--- src/rtl/key_sw_mmio_if.sv ---
`default_nettype none
// ============================================================================
// Module   : key_sw_mmio_if
// Brief    : MEM-stage load/store port shared between the CPU and the
//            KEY/SW memory-mapped responder.
// Revision : 1.0 - initial release
// ============================================================================
interface key_sw_mmio_if #(
    parameter int DBITS = 32
);
    logic [DBITS-1:0] abus_in;
    logic             re_in;
    logic             we_in;
    logic [DBITS-1:0] dbus_in;
    logic [DBITS-1:0] dbus_out;
    logic             sel_out;

    // CPU side: drives address/strobes/store data, receives load data
    modport master (
        output abus_in, re_in, we_in, dbus_in,
        input  dbus_out, sel_out
    );

    // Device side
    modport slave (
        input  abus_in, re_in, we_in, dbus_in,
        output dbus_out, sel_out
    );
endinterface
`default_nettype wire

--- src/rtl/key_sw_mmio.sv ---
`default_nettype none
// ============================================================================
// Module   : key_sw_mmio
// Brief    : KEY/SW device registers (data + control/status) with input
//            synchronisers, switch debouncing, sticky Ready/Overrun flags
//            and an interrupt request.
// Revision : 1.0 - initial release
// ============================================================================
module key_sw_mmio #(
    parameter int               DBITS        = 32,
    parameter int               KEYBITS      = 4,
    parameter int               SWBITS       = 10,
    parameter logic [DBITS-1:0] ADDRKDATA    = 32'hFFFFF080,
    parameter logic [DBITS-1:0] ADDRKCTRL    = 32'hFFFFF084,
    parameter logic [DBITS-1:0] ADDRSDATA    = 32'hFFFFF090,
    parameter logic [DBITS-1:0] ADDRSCTRL    = 32'hFFFFF094,
    parameter int               DEBOUNCE_CYC = 16
) (
    input  wire logic               clk,
    input  wire logic               reset,
    key_sw_mmio_if.slave            bus,
    input  wire logic [KEYBITS-1:0] KEY,
    input  wire logic [SWBITS-1:0]  SW,
    output logic                    intr_out
);

    localparam int                 c_CNT_W   = (DEBOUNCE_CYC > 2) ? $clog2(DEBOUNCE_CYC) : 1;
    localparam logic [c_CNT_W-1:0] c_CNT_MAX = c_CNT_W'(DEBOUNCE_CYC - 1);

    // Address decode
    logic w_hit_kdata, w_hit_kctrl, w_hit_sdata, w_hit_sctrl, w_sel;
    assign w_hit_kdata = (bus.abus_in == ADDRKDATA);
    assign w_hit_kctrl = (bus.abus_in == ADDRKCTRL);
    assign w_hit_sdata = (bus.abus_in == ADDRSDATA);
    assign w_hit_sctrl = (bus.abus_in == ADDRSCTRL);
    assign w_sel       = w_hit_kdata | w_hit_kctrl | w_hit_sdata | w_hit_sctrl;

    // ---------------------------------------------------------------- KEY
    logic [KEYBITS-1:0] r_key_s1, r_key_s2, r_kdata;
    logic               r_k_rdy, r_k_ovr, r_k_ie;
    logic               w_k_ev, w_k_rdclr, w_k_wr, w_k_clr;

    assign w_k_ev    = (r_key_s2 != r_kdata);
    assign w_k_rdclr = bus.re_in & w_hit_kdata;
    assign w_k_wr    = bus.we_in & w_hit_kctrl;
    // Any access that clears Ready this edge also suppresses Overrun
    assign w_k_clr   = w_k_rdclr | (w_k_wr & ~bus.dbus_in[0]);

    // KEY synchroniser (inverted so pressed = 1), data capture and status
    always_ff @(posedge clk) begin
        if (reset) begin
            r_key_s1 <= '0;
            r_key_s2 <= '0;
            r_kdata  <= '0;
            r_k_rdy  <= 1'b0;
            r_k_ovr  <= 1'b0;
            r_k_ie   <= 1'b0;
        end else begin
            r_key_s1 <= ~KEY;
            r_key_s2 <= r_key_s1;
            r_kdata  <= r_key_s2;
            if (w_k_ev)
                r_k_rdy <= 1'b1;
            else if (w_k_clr)
                r_k_rdy <= 1'b0;
            if (w_k_ev & r_k_rdy & ~w_k_clr)
                r_k_ovr <= 1'b1;
            else if (w_k_wr & ~bus.dbus_in[2])
                r_k_ovr <= 1'b0;
            if (w_k_wr)
                r_k_ie <= bus.dbus_in[8];
        end
    end

    // ----------------------------------------------------------------- SW
    logic [SWBITS-1:0]  r_sw_s1, r_sw_s2, r_cand, r_sdata;
    logic [c_CNT_W-1:0] r_cnt;
    logic               r_s_rdy, r_s_ovr, r_s_ie;
    logic               w_s_ev, w_s_rdclr, w_s_wr, w_s_clr;

    // Candidate held long enough and differs from the accepted value
    assign w_s_ev    = (r_sw_s2 == r_cand) && (r_cnt == c_CNT_MAX) && (r_cand != r_sdata);
    assign w_s_rdclr = bus.re_in & w_hit_sdata;
    assign w_s_wr    = bus.we_in & w_hit_sctrl;
    assign w_s_clr   = w_s_rdclr | (w_s_wr & ~bus.dbus_in[0]);

    // SW synchroniser, debounce counter, data capture and status
    always_ff @(posedge clk) begin
        if (reset) begin
            r_sw_s1 <= '0;
            r_sw_s2 <= '0;
            r_cand  <= '0;
            r_cnt   <= '0;
            r_sdata <= '0;
            r_s_rdy <= 1'b0;
            r_s_ovr <= 1'b0;
            r_s_ie  <= 1'b0;
        end else begin
            r_sw_s1 <= SW;
            r_sw_s2 <= r_sw_s1;
            if (r_sw_s2 != r_cand) begin
                r_cand <= r_sw_s2;
                r_cnt  <= '0;
            end else if (r_cnt != c_CNT_MAX) begin
                r_cnt <= r_cnt + 1'b1;
            end
            if (w_s_ev)
                r_sdata <= r_cand;
            if (w_s_ev)
                r_s_rdy <= 1'b1;
            else if (w_s_clr)
                r_s_rdy <= 1'b0;
            if (w_s_ev & r_s_rdy & ~w_s_clr)
                r_s_ovr <= 1'b1;
            else if (w_s_wr & ~bus.dbus_in[2])
                r_s_ovr <= 1'b0;
            if (w_s_wr)
                r_s_ie <= bus.dbus_in[8];
        end
    end

    // ---------------------------------------------------------- Read path
    logic [DBITS-1:0] w_rdata;

    // Register select; values are the pre-edge state so a concurrent store
    // never shows up on the same cycle's load data
    always_comb begin
        w_rdata = '0;
        if (w_hit_kdata) begin
            w_rdata = DBITS'(r_kdata);
        end else if (w_hit_kctrl) begin
            w_rdata[0] = r_k_rdy;
            w_rdata[2] = r_k_ovr;
            w_rdata[8] = r_k_ie;
        end else if (w_hit_sdata) begin
            w_rdata = DBITS'(r_sdata);
        end else if (w_hit_sctrl) begin
            w_rdata[0] = r_s_rdy;
            w_rdata[2] = r_s_ovr;
            w_rdata[8] = r_s_ie;
        end
    end

    assign bus.sel_out  = w_sel;
    assign bus.dbus_out = (bus.re_in & w_sel) ? w_rdata : '0;
    assign intr_out     = (r_k_ie & r_k_rdy) | (r_s_ie & r_s_rdy);

    // Only bits 0, 2 and 8 of store data are meaningful
    logic w_unused;
    assign w_unused = ^bus.dbus_in;

endmodule
`default_nettype wire

--- src/flat_wrapper.sv ---
// flat-port wrapper written by rule: the top's interface ports become plain ports
module key_sw_mmio_flat 
#(
    parameter int               DBITS        = 32,
    parameter int               KEYBITS      = 4,
    parameter int               SWBITS       = 10,
    parameter logic [DBITS-1:0] ADDRKDATA    = 32'hFFFFF080,
    parameter logic [DBITS-1:0] ADDRKCTRL    = 32'hFFFFF084,
    parameter logic [DBITS-1:0] ADDRSDATA    = 32'hFFFFF090,
    parameter logic [DBITS-1:0] ADDRSCTRL    = 32'hFFFFF094,
    parameter int               DEBOUNCE_CYC = 16
)
  (clk, reset, KEY, SW, intr_out, bus_abus_in, bus_re_in, bus_we_in, bus_dbus_in, bus_dbus_out, bus_sel_out);
  key_sw_mmio_if #(.DBITS(DBITS)) bus_i ();
  input  wire logic clk;
  input  wire logic reset;
  input  wire logic [KEYBITS-1:0] KEY;
  input  wire logic [SWBITS-1:0] SW;
  output logic intr_out;
  input wire logic [$bits(bus_i.abus_in)-1:0] bus_abus_in;
  input wire logic [$bits(bus_i.re_in)-1:0] bus_re_in;
  input wire logic [$bits(bus_i.we_in)-1:0] bus_we_in;
  input wire logic [$bits(bus_i.dbus_in)-1:0] bus_dbus_in;
  output wire logic [$bits(bus_i.dbus_out)-1:0] bus_dbus_out;
  output wire logic [$bits(bus_i.sel_out)-1:0] bus_sel_out;
  assign bus_i.abus_in = bus_abus_in;
  assign bus_i.re_in = bus_re_in;
  assign bus_i.we_in = bus_we_in;
  assign bus_i.dbus_in = bus_dbus_in;
  assign bus_dbus_out = bus_i.dbus_out;
  assign bus_sel_out = bus_i.sel_out;
  key_sw_mmio #(.DBITS(DBITS), .KEYBITS(KEYBITS), .SWBITS(SWBITS), .ADDRKDATA(ADDRKDATA), .ADDRKCTRL(ADDRKCTRL), .ADDRSDATA(ADDRSDATA), .ADDRSCTRL(ADDRSCTRL), .DEBOUNCE_CYC(DEBOUNCE_CYC)) u_core (.clk(clk), .reset(reset), .bus(bus_i), .KEY(KEY), .SW(SW), .intr_out(intr_out));
endmodule
--- config.mk ---
export PLATFORM = sky130hd
export DESIGN_NAME = key_sw_mmio_flat
export DESIGN_NICKNAME = d
export VERILOG_FILES = /design/src/rtl/key_sw_mmio_if.sv /design/src/rtl/key_sw_mmio.sv /design/src/flat_wrapper.sv
export SDC_FILE = /design/constraint.sdc
export NUM_CORES = 1
export LEC_CHECK = 0
export BUFFER_PORTS_ARGS = -buffer_cell sky130_fd_sc_hd__buf_2
export CAP_MARGIN = 20
export CORE_ASPECT_RATIO = 0.7
export CORE_UTILIZATION = 33
export DETAILED_ROUTE_END_ITERATION = 10
export HOLD_SLACK_MARGIN = 0.08
export PLACE_DENSITY = 0.65
export SYNTH_ARGS = -nofsm -noshare
export SYNTH_HDL_FRONTEND = slang
export SYNTH_SLANG_ARGS = --single-unit
export TNS_END_PERCENT = 30
--- constraint.sdc ---
create_clock -name clk -period 3.2 [get_ports clk]
set_clock_uncertainty 0.2 [all_clocks]
set_input_delay 0.64 -clock clk [delete_from_list [all_inputs] [get_ports clk]]
set_output_delay 0.64 -clock clk [all_outputs]
set_load 0.01 [all_outputs]
Yosys cells after proc, flatten, opt, wreduce, memory -nomap -nowiden --
Index checks and enable logic that the tools add are counted.
Cells by class: add/sub/neg operators 1, reduce and logical (&&, ||, !) cells 7, muxes and demuxes 25, bitwise gates (word level) 26, equal/unequal tests 10
Operators by type and width (number):
- $eq A32 B32 Y1 const B | 4
- $mux W32 | 2
- $mux W1 | 21
- $ne A10 B10 Y1 | 2
- $and A1 B1 Y1 | 15
- $eq A10 B10 Y1 | 1
- $mux W5 | 2
- $reduce_bool A2 Y1 | 4
- $or A1 B1 Y1 | 6
- $add A4 B1 Y4 const B | 1
- $eq A4 B4 Y1 const B | 1
- $ne A4 B4 Y1 | 1
- $ne A4 B4 Y1 const B | 1
- $not A1 Y1 | 4
- $not A4 Y4 | 1
- $logic_and A1 B1 Y1 | 2
- $reduce_or A2 Y1 | 1
Word-level totals: register bits after elaboration 62, input bits 82, output and inout bits 34

Longest topological paths before layout --
depth in word-level cells 7, mapped depth 6, gate-level depth less buffers 5

Least setup slack after synthesis --
OpenSTA, ideal clock, no wires.
path kind input-to-output, start in bus_abus_in[9], end out bus_dbus_out[4], path slack 0.237 ns, stages 5, arrival time 2.123 ns, required time 2.360 ns, cell sequence or4b_4 nor4_4 nand2_4 nor3_4 and2_1
On the way: longest elaborated chain between the ends 6
RTL lines:
- start: declaration | RTL line flat_wrapper.sv:20 | input wire logic [$bits(bus_i.abus_in)-1:0] bus_abus_in;
- $eq A32 B32 Y1, on equally long branches | RTL line key_sw_mmio.sv:32, key_sw_mmio.sv:33
- $or A1 B1 Y1 (3 in series) | RTL line key_sw_mmio.sv:36 | assign w_sel = w_hit_kdata | w_hit_kctrl | w_hit_sdata | w_hit_sctrl;
- $and A1 B1 Y1 | RTL line key_sw_mmio.sv:145 | assign bus.dbus_out = (bus.re_in & w_sel) ? w_rdata : '0;
- $mux W32 (*) | RTL line key_sw_mmio.sv:145
- end: declaration | RTL line flat_wrapper.sv:24 | output wire logic [$bits(bus_i.dbus_out)-1:0] bus_dbus_out;
Mark *: on every way between the ends. The rest lies on a longest branch, timed or not.

Worst setup path after layout --
start in bus_abus_in[1], end out bus_dbus_out[7]
The elaborated chain is that of the path after synthesis.

==> run_results.csv <==
group,metric,value,unit
sta,grt_setup_unrepaired,"no",
drt,ant_nets,0,
critical_path,max_stage_delay,0.52,ns
grt,grt_pass1_vias,1779,
grt,antenna_found_initial,0,
logic_synthesis,async_reset_ff_share,0,%
clocking,cts.path.max_buffers,2,
critical_path,required,2.36,ns
sta,fmax,0.322,GHz
floorplan,ioPinCount,116,
clocking,cts_setup_buffers,0,
clocking,clk_pin_slew,0.06,ns
run,maxCapViolations,0,
sta,fin_crit_sh,97.0,%
sta,finalHoldViolCount,0,
final_layout,fin_util,42.6,%
place,place_area,0.00304,mm2
sta,setup_tns,0,ns
critical_path,start_kind,"primary input",
clocking,cts-root-buf,"clkbuf_16",
floorplan,die-area,0.00850,mm2
place,io_buffers,64,
sta,max-slew-margin-rel,38.2,%
critical_path,path_max_fanout,5,
grt,grt_pass1_wl,8380,um
grt,overflow,0,
critical_path,crit_slowest_cell,"or3_2",
place,dpl.cell_count,436,
sta,hold_ws,0.234,ns
drt,wirelength,5310,um
grt,grt_use_total,13.2,%
sta,report.final.slew_viol_count,0,
clocking,cts_hold_buf,0,
critical_path,crit_top_cell,"buf_2",
place,globalplace.congestion,0.790,
final_layout,diodes,0,
final_layout,drive_gt1_share,27.6,%
sta,worstMarginPinSlew,0.922,ns
drt,drtPass1Iterations,4,
place,place_ws,0.0667,ns
floorplan,fp.dieW,110,um
floorplan,core_area,0.00787,mm2
sta,fin_crit,3.10,ns
clocking,cts_buffers,9,
pwr,power_leakage,1.51,nW
drt,first_iter_violations,59,
grt,grt_max_degree,41,
outcome,status,"completed",
drt,routedWlPerCell,11.8,um
logic_synthesis,synth-edff-count,0,
hold_path,min_path_type,"reg2reg",
sta,setup_viol,0,
place,detailed_place_hpwl,3980,um
clocking,cts_tree,"yes",
final_layout,finish.instance_area,0.00335,mm2
critical_path,path_cells,"buf_2 -> or3_2 -> nor4_4 -> nand2_4 -> nor3_4 -> and2_1 -> buf_2",
sta,finalWorstSetupSlack,0.0957,ns
logic_synthesis,ys.flop_type,"dfxtp_1",
logic_synthesis,yosys_warnings,0,
clocking,htree_levels,3,
critical_path,critPathKind,"in2out",
logic_synthesis,synth.ff_latch_count,62,
final_layout,final_cells,452,
floorplan,initial_core_util,34.1,%
logic_synthesis,synth.distinct_cells,43,
pwr,ir_drop,0.298,mV
floorplan,die_h,77.4,um
logic_synthesis,synthesis.area,0.00268,mm2
logic_synthesis,synth-seq-area-share,46.3,%
pwr,p_total,1.91,mW
logic_synthesis,syn_inst,277,
critical_path,cp-end-kind,"primary output",
floorplan,core.rowCount,27,
clocking,post_cts_resized,0,
clocking,clkSinkCount,62,
drt,drc,0,
final_layout,area_growth,25.1,%
pwr,p_per_area,570,mW/mm2
clocking,clk_latency,0.33,ns
final_layout,nets,429,
drt,dr_total_vias,2054,
drt,viasPerCell,4.54,
critical_path,arrival,2.26,ns
logic_synthesis,avgSynthCellArea,9.68,um2
## cells by family (layout without fill, tap and decap cells)
group,after synthesis,after routing,synth area share (%)
AND/OR/NAND/NOR,107,107,24.8
flip-flops,62,62,46.3
AO/OA/AOI/OAI,41,41,9.05
buffers and inverters,34,87,7.89
XOR/XNOR,25,25,8.17
multiplexers,6,6,3.17
adder cells (fa/ha/maj),1,1,0.467
other,1,22,0.140
## synth_stat cells (all sizes together) (5+ instances only)
library cell / n / area, um2
and2: 5 / 31.3
dfxtp: 62 / 1240
nand2: 8 / 37.5
nor2b: 41 / 257
nor4: 6 / 67.6
buf: 25 / 178
xor2: 18 / 158
nand4: 5 / 31.3
o21ai: 14 / 70.1
a21oi: 14 / 70.1
nor2: 12 / 45.0
clkbuf: 7 / 26.3
xnor2: 7 / 61.3
nand3: 15 / 75.1
## critical path, delay by kind of cell
family | cells | cell delay (ns)
AND/OR/NAND/NOR | 5 | 1.41
buffers and inverters | 2 | 0.22
## registers in the layout, summed over array words and instances, names as in the netlist
signal           count
u_core.r_k_ovr       1
u_core.r_sdata      10
u_core.r_s_rdy       1
u_core.r_sw_s1      10
u_core.r_cnt         4
u_core.r_cand       10
u_core.r_k_ie        1
u_core.r_k_rdy       1
u_core.r_s_ovr       1
u_core.r_s_ie        1
u_core.r_sw_s2      10
u_core.r_key_s1      4
u_core.r_kdata       4
u_core.r_key_s2      4
## power breakdown
part	internal, mW	leakage [nW]	total [mW]	switching (mW)
combinational	0.0627	0.863	0.135	0.0719
sequential	0.801	0.507	0.818	0.0171
clock	0.609	0.143	0.961	0.352
total	1.47	1.51	1.91	0.441
## placed cells by master (no fill, tap or decap), types with 2 or more instances in the layout
cell type   netlist  routed
buf_2             1      64
dfxtp_1          62      62
nor2b_1          41      41
conb_1            1      22
xor2_1           18      18
nand3_1          15      14
o21ai_0          13      13
a21oi_1          14      13
nor2_1           12      12
clkbuf_16         0       9
nand2_1           7       7
xnor2_1           7       7
nand4_1           5       5
and2_1            5       5
buf_4            22       5
mux2i_1           4       4
nor4_1            4       4
nand4b_1          3       3
nor3_1            3       3
nor4_4            2       2
nand3b_1          2       2
inv_1             2       2
nand2b_1          2       2
mux4_2            2       2
a31o_2            2       2
a31oi_1           2       2
o211ai_1          2       2
clkinv_4          0       2
clkinvlp_4        0       2
inv_6             0       2
## final timing paths
kind	from	end	slack, ns	cells past startpoint
hold reg to reg	u_core.r_sw_s1[4]	u_core.r_sw_s2[4]	0.23	1
hold / removal	u_core.r_sw_s1[4]	u_core.r_sw_s2[4]	0.23	1
setup / recovery	bus_abus_in[1]	bus_dbus_out[7]	0.1	7
setup reg to reg	u_core.r_cnt[0]	u_core.r_sdata[7]	1.04	5
## routing by layer
metal  track usage, %  vias to the layer above  part of all wire (%)
met2             18.0                       81                    40
met3             5.21                        8                   8.1
met1             18.2                      916                    51
met4             5.60                        0                   1.0
li1                 -                     1049                     -
met5                0                        -                     0
## area by class of cell
| cell class | instances | area (um2) |
|---|---|---|
| clock buffer | 9 | 225 |
| sequential | 62 | 1240 |
| tap | 101 | 126 |
| fill | 788 | 4520 |
| multi-input combinational | 202 | 1320 |
| inverter | 2 | 7.51 |
| clock inverter | 7 | 80.1 |
| timing repair buffer | 69 | 358 |
(Power assumes the default switching activity.)
